File: config.mk
export PLATFORM = sky130hd
export DESIGN_NAME = skew_collector_9
export DESIGN_NICKNAME = d
export VERILOG_FILES = /design/src/rtl/systolic_pkg.sv /design/src/rtl/row_fifo.sv /design/src/rtl/skew_collector_9.sv
export SDC_FILE = /design/constraint.sdc
export NUM_CORES = 1
export LEC_CHECK = 0
export BUFFER_PORTS_ARGS = -buffer_cell sky130_fd_sc_hd__buf_2
export CAP_MARGIN = 25
export CORE_UTILIZATION = 30
export CTS_CLUSTER_DIAMETER = 30
export DETAILED_ROUTE_END_ITERATION = 12
export PLACE_DENSITY_LB_ADDON = 0.2
export SKIP_LAST_GASP = 1
export SLEW_MARGIN = 5
export SYNTH_ARGS = -nofsm -noshare
export SYNTH_HDL_FRONTEND = slang
export SYNTH_SLANG_ARGS = --single-unit
File: constraint.sdc
create_clock -name clk -period 2.6 [get_ports clk]
set_input_delay 0.13 -clock clk [delete_from_list [all_inputs] [get_ports clk]]
set_output_delay 0.13 -clock clk [all_outputs]
set_load 0.005 [all_outputs]
File: src/rtl/systolic_pkg.sv
// systolic_pkg: lane geometry shared by the input skew stage and the output skew collector
package systolic_pkg;
    localparam int LANES    = 9;
    localparam int SKEW_MAX = LANES - 1;
    localparam int INT_BITS = 20;
endpackage

File: src/rtl/row_fifo.sv
// row_fifo: synchronous FIFO of aligned rows with MSB-extended wrap pointers
module row_fifo #(
    parameter int width = 180,
    parameter int depth = 4
) (
    input  logic             clk,
    input  logic             reset,
    input  logic             push,
    input  logic             pop,
    input  logic [width-1:0] din,
    output logic             full,
    output logic             empty,
    output logic [width-1:0] dout
);
    localparam int AW = $clog2(depth);

    logic [AW:0]      wptr;
    logic [AW:0]      rptr;
    logic [width-1:0] mem [depth];

    assign empty = wptr == rptr;
    assign full  = (wptr[AW] != rptr[AW]) && (wptr[AW-1:0] == rptr[AW-1:0]);
    assign dout  = mem[rptr[AW-1:0]];

    // write at the tail, advance the head on pop; callers gate push/pop against full/empty
    always_ff @(posedge clk or negedge reset) begin
        if (!reset) begin
            wptr <= '0;
            rptr <= '0;
            for (int k = 0; k < depth; k++) mem[k] <= '0;
        end else begin
            if (push) begin
                mem[wptr[AW-1:0]] <= din;
                wptr <= wptr + (AW+1)'(1);
            end
            if (pop) rptr <= rptr + (AW+1)'(1);
        end
    end
endmodule

File: src/rtl/skew_collector_9.sv
// skew_collector_9: de-skews 9 diagonally skewed lanes into aligned rows and queues them for writeback
module skew_collector_9 import systolic_pkg::*; #(
    parameter int int_bits   = INT_BITS,
    parameter int fifo_depth = 4
) (
    input  logic                              clk,
    input  logic                              reset,
    input  logic                              in_valid,
    input  logic [LANES-1:0][int_bits-1:0]    in,
    input  logic                              out_ready,
    output logic                              out_valid,
    output logic [LANES-1:0][int_bits-1:0]    out,
    output logic [15:0]                       row_count,
    output logic                              overflow
);
    logic [SKEW_MAX:1]                 vld;
    logic [LANES-1:0][int_bits-1:0]    row;
    logic                              row_valid;
    logic                              full;
    logic                              empty;
    logic                              push;
    logic                              pop;

    // vld[k] high means a wavefront started k cycles ago
    always_ff @(posedge clk or negedge reset) begin
        if (!reset) vld <= '0;
        else vld <= {vld[SKEW_MAX-1:1], in_valid};
    end

    assign row_valid = vld[SKEW_MAX];

    for (genvar i = 0; i < LANES; i++) begin : g_lane
        localparam int D = SKEW_MAX - i;
        if (D == 0) begin : g_pass
            assign row[i] = in[i];
        end else begin : g_dly
            logic [D-1:0][int_bits-1:0] sr;
            // delay lane i by SKEW_MAX-i cycles so every lane lands with the last one
            always_ff @(posedge clk or negedge reset) begin
                if (!reset) sr <= '0;
                else begin
                    sr[0] <= in[i];
                    for (int k = 1; k < D; k++) sr[k] <= sr[k-1];
                end
            end
            assign row[i] = sr[D-1];
        end
    end

    assign pop       = out_valid && out_ready;
    assign push      = row_valid && (!full || pop);
    assign out_valid = !empty;

    row_fifo #(
        .width(LANES*int_bits),
        .depth(fifo_depth)
    ) u_fifo (
        .clk(clk),
        .reset(reset),
        .push(push),
        .pop(pop),
        .din(row),
        .full(full),
        .empty(empty),
        .dout(out)
    );

    // count accepted rows and latch a drop when a row meets a full FIFO with no pop
    always_ff @(posedge clk or negedge reset) begin
        if (!reset) begin
            row_count <= '0;
            overflow  <= 1'b0;
        end else begin
            if (push) row_count <= row_count + 16'd1;
            if (row_valid && !push) overflow <= 1'b1;
        end
    end
endmodule

==> impl_results.md, run 1 <==
* Initial antenna violation count at 23
* Yosys reg bits at 1471
* Final Total Pwr at 0.1101 W
* Setup ws final at -133.3 ps
* Vias/cell at 4.367
* TritonCTS clock tree: done
* Fraction of layout cells with a size suffix above 1 at 47.59%
* Max-Cap Viols at 0
* Synth Area in Compound Gates at 0.06469%
* Netlist Area Pre-Place at 50290 µm²
* Clock-pin slew on the worst setup and hold paths at 50 ps
* Pin count of the biggest net entering global routing at 103
* Final setup viols at 510
* Clock Latency Late Sink at 920 ps
* First-pass GRT wire length at 187.1 mm
* Critical-path cell list: buf_16 > buf_16 > buf_12 > mux4_2 > buf_2
* Initial core utilization at 30.34%
* Cts bufs inserted at 360
* Synth-to-layout area growth at 52.04%
* Hold WC Path Type: primary input to register
* Gpl congestion at 0.7035
* Leak at 34.76 nW
* FMAX at 0.3659 GHz
* Failing checks: setup timing
* Vias at 27400
* Synth top area share at 73.20%
* Top-level I/O count at 382
* DR pass1 iterations at 4
* Core ar. at 165700 µm²
* Routed wire length at 131.0 mm
* Die height at 411.4 µm
* Commonest non-fill, non-tap cell in the layout: dfrtp_1
* Setup crit end kind: output pin
* Synth unique cells at 28
* Most frequent cells in the layout: dfrtp_1 (1469), clkbuf_16 (412), dlygate4sd3_1 (365)
* Fin. max-slew vios at 0
* Fraction of registers with async set/reset at 100.0%
* Die Width at 411.4 µm
* Max stage delay cell, worst path: mux4_2
* Hold Slack at 98.78 ps
* RSZ-0062 raised after global routing: true
* WP data arrival at 2600 ps
* Worst IR Drop VDD at 0.9575 mV
* Xor/xnor cell area share of the yosys netlist at 0.3832%
* Mean cell area of the mapped netlist at 19.61 µm²
* Syn nets at 2755
* Crit-path most repeated cell: buf_16
* Dpl cells at 5125
* Critical path's largest stage delay at 580 ps
* Largest family of logic cells by synthesized area: multiplexers
* Area contributors post-synth: dfrtp_1 (73%), mux2_2 (9.7%), mux4_2 (8.1%), mux2_1 (6.5%), buf_6 (0.72%)
* Synth Area in Simple Gates at 0.4155%
* # nets final at 3987
* Final ANT Viol Nets at 0
* Slew @ Worst Pin at 687.1 ps
* Clock sink count at 1471
* CP top delay family: buffers and inverters
* Buf/Inv on CP at 4
* Final-report hold violation count at 0
* CP Max Fanout at 6
* Post-synth EDFFs at 0
* Synth warn at 0
* Clock Path Buffers at 4
* Worst Skew at 71.39 ps
* First DRT Iteration DRCs at 1228
* Startpoint types: register
* DRC viols at 0
* Min Tclk post-route at 2733 ps
* Multiplexer share of the synthesized area at 24.21%
* PortBufs at 381
* GRT Residual Overflow at 0
* WS Path Type: register to output pin
* H-Tree Depth at 5
* Status: complete, but fails checks
* Cell area power density at 1440 nW/µm²
* Avg WL per Cell at 20.88 µm
* Clock root cell: clkbuf_16
* Rows at 149
* Biggest area consumer among synthesized cells: dfrtp_1
* Synth Area in Adders at 0.1493%
* Post-synthesis sequential area ratio at 73.20%
* Layout fillers at 14130
* Synthesized instance count at 2565
* Slew margin rel. at 54.19%
* Total GRT Usage at 14.57%
* Number of global-route vias before repair at 30300
* Fin cells at 6275
* Die area at 169300 µm²
* Main synth FF type: dfrtp_1
* DP Wirelength at 66.38 mm
* Final worst path period share at 105.1%
* Critical path data required time at 2470 ps
[cells by family (layout without fill, tap and decap cells)]
family                   Yosys count  count (layout)
AO/OA/AOI/OAI                      4               4
XOR/XNOR                          22              22
adder cells (fa/ha/maj)            6               6
buffers and inverters            121            1629
flip-flops                      1471            1471
multiplexers                     901             901
other                              0              12
AND/OR/NAND/NOR                   40              41
[per-stage QoR]
| stage | area, µm² | worst slack (ps) | TNS [ps] | utilization, % |
|---|---|---|---|---|
| global placement | 55710 | 150.3 | 0 | 33.62 |
| CTS | 73190 | -215.1 | -46180 | 44.16 |
| finish | 76460 | -133.3 | -34830 | 46.13 |
| floorplan | 50290 | 553.3 | 0 | - |
| detailed placement | 55710 | 132.0 | 0 | 33.62 |
| global route | 76450 | -235.5 | -83140 | 46.13 |
[path summary, 6_finish.rpt]
kind                                                  startpoint                          endpoint  slack, ps  cells past startpoint
worst max-delay path                  u_fifo.rptr[0]$_DFFE_PN0P_                          out[103]       -130                      5
min in group asynchronous                                  reset       u_fifo.mem[604]$_DFFE_PN0P_        540                      4
max in group asynchronous                                  reset  g_lane[2].g_dly.sr[94]$_DFF_PN0_       1260                      4
worst min-delay path                                     in[172]       u_fifo.mem[352]$_DFFE_PN0P_        100                      3
worst max register to register        u_fifo.rptr[0]$_DFFE_PN0P_       u_fifo.mem[305]$_DFFE_PN0P_       -130                     10
worst min register to register  g_lane[3].g_dly.sr[76]$_DFF_PN0_  g_lane[3].g_dly.sr[96]$_DFF_PN0_        300                      0
[worst register-to-register path, cell delays in order (launching register included)]
cell and delay [ps]:
dfrtp_4 510, buf_12 150, buf_16 150, xor2_2 150
o41a_1 410, buf_8 170, buf_6 130, nand2_8 140
buf_16 190, buf_12 230, mux2_1 350
[power breakdown]
| group | switching (W) | total, W | internal [W] |
|---|---|---|---|
| sequential | 0.00324 | 0.0327 | 0.0295 |
| combinational | 0.0124 | 0.0314 | 0.0191 |
| clock | 0.0135 | 0.0459 | 0.0324 |
[sequential cells by signal, indices dropped and copies added, names as in the netlist]
register         cells
overflow             1
g_lane.g_dly.sr    720
vld                  8
u_fifo.mem         720
u_fifo.wptr          3
row_count           16
u_fifo.rptr          3
[metal layers]
metal	global-route usage, %	vias to the layer above	share of wire (%)
li1	-	11850	-
met1	18.95	14530	45
met2	22.07	695	46
met3	5.537	296	6.5
met4	5.333	26	2.5
met5	0	-	0.12
[synthesized netlist by cell type (6+ instances only)]
cell type and instances:
ha_1 6, mux2_2 431, mux4_2 180, clkbuf_1 19
mux2_1 290, buf_4 10, dfrtp_1 1471, buf_2 52
buf_6 32, nand2_1 13, xor2_1 13, nor4_1 7
xnor2_1 9
[area by class of cell]
type	count	area [µm²]	share of cell area, %
antenna	12	30.03	0.03927
sequential	1471	36820	48.15
timing repair buffer	987	10580	13.83
clock inverter	205	2789	3.648
inverter	3	11.26	0.01473
tap	2189	2739	3.582
clock buffer	434	9783	12.79
multi-input combinational	974	13720	17.94
[timing repair]
item                                     CTS  global route
endpoints found under the hold margin   1725             0
pin swaps                                  2             4
hold buffers                             366             0
gates cloned                              20            59
resized for setup                        119           366
setup buffers                             18            38
endpoints found under the setup margin   181           683
No activity file was read; power rests on OpenSTA's default activity.
==> run 2, diff against run 1 <==
- PLACE_DENSITY_LB_ADDON: 0.2 -> unset
==> impl_results.md, run 2 (same netlist as run 1, synthesis figures left out) <==
* Min Tclk post-route at 2732 ps (was 2733 ps)
* Final ANT Viol Nets at 0 (unchanged)
* Max-Cap Viols at 0 (unchanged)
* Final worst path period share at 105.1% (about the same)
* Dpl cells at 5123 (was 5125)
* Routed wire length at 140.4 mm (was 131.0 mm)
* Clock Path Buffers at 4 (unchanged)
* Top-level I/O count at 382 (unchanged)
* PortBufs at 381 (unchanged)
* Avg WL per Cell at 22.43 µm (was 20.88 µm)
* Fraction of layout cells with a size suffix above 1 at 50.23% (was 47.59%)
* CP top delay family: buffers and inverters (unchanged)
* Startpoint types: register (unchanged)
* GRT met3 Usage at 4.598% (was 5.537%)
* Critical-path cell list: buf_12 > buf_16 > xor2_4 > o41a_1 > buf_12 > nand2_8 > buf_12 > buf_16 > buf_4 > mux2_2 (was buf_16 > buf_16 > buf_12 > mux4_2 > buf_2)
* DP Wirelength at 65.01 mm (was 66.38 mm)
* Rows at 149 (unchanged)
* Most frequent cells in the layout: dfrtp_1 (1469), mux2_4 (430), clkbuf_16 (401) (was dfrtp_1 (1469), clkbuf_16 (412), dlygate4sd3_1 (365))
* H-Tree Depth at 5 (unchanged)
* Die area at 169300 µm² (unchanged)
* Total GRT Usage at 14.39% (was 14.57%)
* DR pass1 iterations at 5 (was 4)
* RSZ-0062 raised after global routing: true (unchanged)
* # nets final at 4007 (was 3987)
* Utilization after layout at 46.13% (about the same)
* GRT Residual Overflow at 0 (unchanged)
* Commonest non-fill, non-tap cell in the layout: dfrtp_1 (unchanged)
* Busiest grt layer: met2 (unchanged)
* Crit-path most repeated cell: buf_12 (was buf_16)
* Failing checks: setup timing (unchanged)
* Clock-pin slew on the worst setup and hold paths at 50 ps (about the same)
* Cts bufs inserted at 329 (was 360)
* Cell area power density at 1416 nW/µm² (was 1440 nW/µm²)
* Fin cells at 6259 (was 6275)
* Fin. max-slew vios at 0 (unchanged)
* WP data arrival at 3450 ps (was 2600 ps)
* Buf/Inv on CP at 6 (was 4)
* Vias/cell at 4.485 (was 4.367)
* Clock sink count at 1471 (unchanged)
* Hold Slack at 148.7 ps (was 98.78 ps)
* First DRT Iteration DRCs at 1420 (was 1228)
* WS Path Type: register to register (was register to output pin)
* Critical path data required time at 3320 ps (was 2470 ps)
* Layout fillers at 13610 (was 14130)
* Final setup viols at 432 (was 510)
* Pin count of the biggest net entering global routing at 100 (was 103)
* Clock Latency Late Sink at 920 ps (about the same)
* Setup ws final at -131.9 ps (was -133.3 ps)
* Vias at 28070 (was 27400)
* Met1 GRT Util at 18.92% (was 18.95%)
* Max stage delay cell, worst path: dfrtp_4 (was mux4_2)
* TritonCTS clock tree: done (unchanged)
* Final Total Pwr at 0.1083 W (was 0.1101 W)
* Die height at 411.4 µm (unchanged)
* CP Max Fanout at 8 (was 6)
* Core ar. at 165700 µm² (unchanged)
* Final-report hold violation count at 0 (unchanged)
* Slew margin rel. at 62.30% (was 54.19%)
* Leak at 35.45 nW (was 34.76 nW)
* FMAX at 0.3660 GHz (was 0.3659 GHz)
* Number of global-route vias before repair at 30290 (was 30300)
* Clock root cell: clkbuf_16 (unchanged)
* Die Width at 411.4 µm (unchanged)
* Met2 usage at 21.76% (was 22.07%)
* Largest regs: g_lane.g_dly.sr: 720 flops, u_fifo.mem: 720 flops, row_count: 16 flops (unchanged)
* Initial core utilization at 30.34% (unchanged)
* Status: complete, but fails checks (unchanged)
* Critical path's largest stage delay at 490 ps (was 580 ps)
* Slew @ Worst Pin at 560.4 ps (was 687.1 ps)
* Setup WS pre-CTS at 115.7 ps (was 132.0 ps)
* Initial antenna violation count at 14 (was 23)
* Setup crit end kind: register (was output pin)
* DRC viols at 0 (unchanged)
* Synth-to-layout area growth at 52.03% (was 52.04%)
* Gpl congestion at 0.7206 (was 0.7035)
* Worst Skew at 88.29 ps (was 71.39 ps)
* Worst IR Drop VDD at 0.8466 mV (was 0.9575 mV)
* Hold WC Path Type: primary input to async pin (was primary input to register)
* First-pass GRT wire length at 184.4 mm (was 187.1 mm)
## run 2: cell count changes in the layout (fill, tap and decap cells not counted), moves of 8 or more
cell,previous run,this run
clkbuf_8,39,60
buf_6,90,44
clkinvlp_4,34,22
buf_12,56,68
mux2_1,203,84
mux2_4,250,430
buf_16,52,44
buf_8,10,25
buf_2,300,348
bufinv_16,58,41
clkinv_2,62,48
mux2_2,268,207
diode_2,12,3
clkbuf_16,412,401
## run 2: area by class of cell
type | instances | area, µm² | share of cell area, %
well taps | 2189 | 2739 | 3.582
clock inverters | 153 | 2052 | 2.684
clock buffers | 428 | 9290 | 12.15
inverters | 3 | 11.26 | 0.01473
multi-input cells | 976 | 14430 | 18.88
flip-flops and latches | 1471 | 36820 | 48.16
repair buffers | 1036 | 11100 | 14.52
diodes | 3 | 7.507 | 0.009819
## run 2: final timing paths
path	from	to	slack, ps	cells after the start
setup / recovery	u_fifo.rptr[0]$_DFFE_PN0P_	u_fifo.mem[578]$_DFFE_PN0P_	-130	10
hold / removal	reset	u_fifo.mem[236]$_DFFE_PN0P_	150	3
setup reg to reg	u_fifo.rptr[0]$_DFFE_PN0P_	u_fifo.mem[578]$_DFFE_PN0P_	-130	10
hold reg to reg	g_lane[0].g_dly.sr[11]$_DFF_PN0_	g_lane[0].g_dly.sr[31]$_DFF_PN0_	300	0
max in group asynchronous	reset	g_lane[4].g_dly.sr[41]$_DFF_PN0_	1830	3
min in group clk	out_ready	u_fifo.rptr[2]$_DFFE_PN0P_	170	4
## run 2: metal layers
layer / wire [µm] / vias to the layer above
met3: 8155 / 263
met5: 132 / -
met2: 65320 / 762
met4: 3601 / 20
li1: - / 11860
met1: 63160 / 15170
## run 2: tightest hold or removal path, cell delays in order
cell	delay [ps]
dlygate4sd3_1	580
buf_12	410
buf_16	270
## run 2: what timing repair did
item	in CTS	in global routing
gates resized for setup	53	569
endpoints found under the setup margin	181	772
pin swaps	2	5
setup buffers	12	66
hold buffers	369	0
endpoints found under the hold margin	1728	0
cloned	16	91
## run 2: report_power, final
part / internal, W / total (W) / switching (W)
combinational: 0.0202 / 0.0334 / 0.0133
clock: 0.0291 / 0.0418 / 0.0127
sequential: 0.0295 / 0.0330 / 0.00354
## run 2: through the flow
step	TNS [ps]	cell area [µm²]
floorplan	0	50290
global placement	0	55670
detailed placement	0	55670
CTS	-32410	71530
global route	-58540	76450
finish	-22070	76450
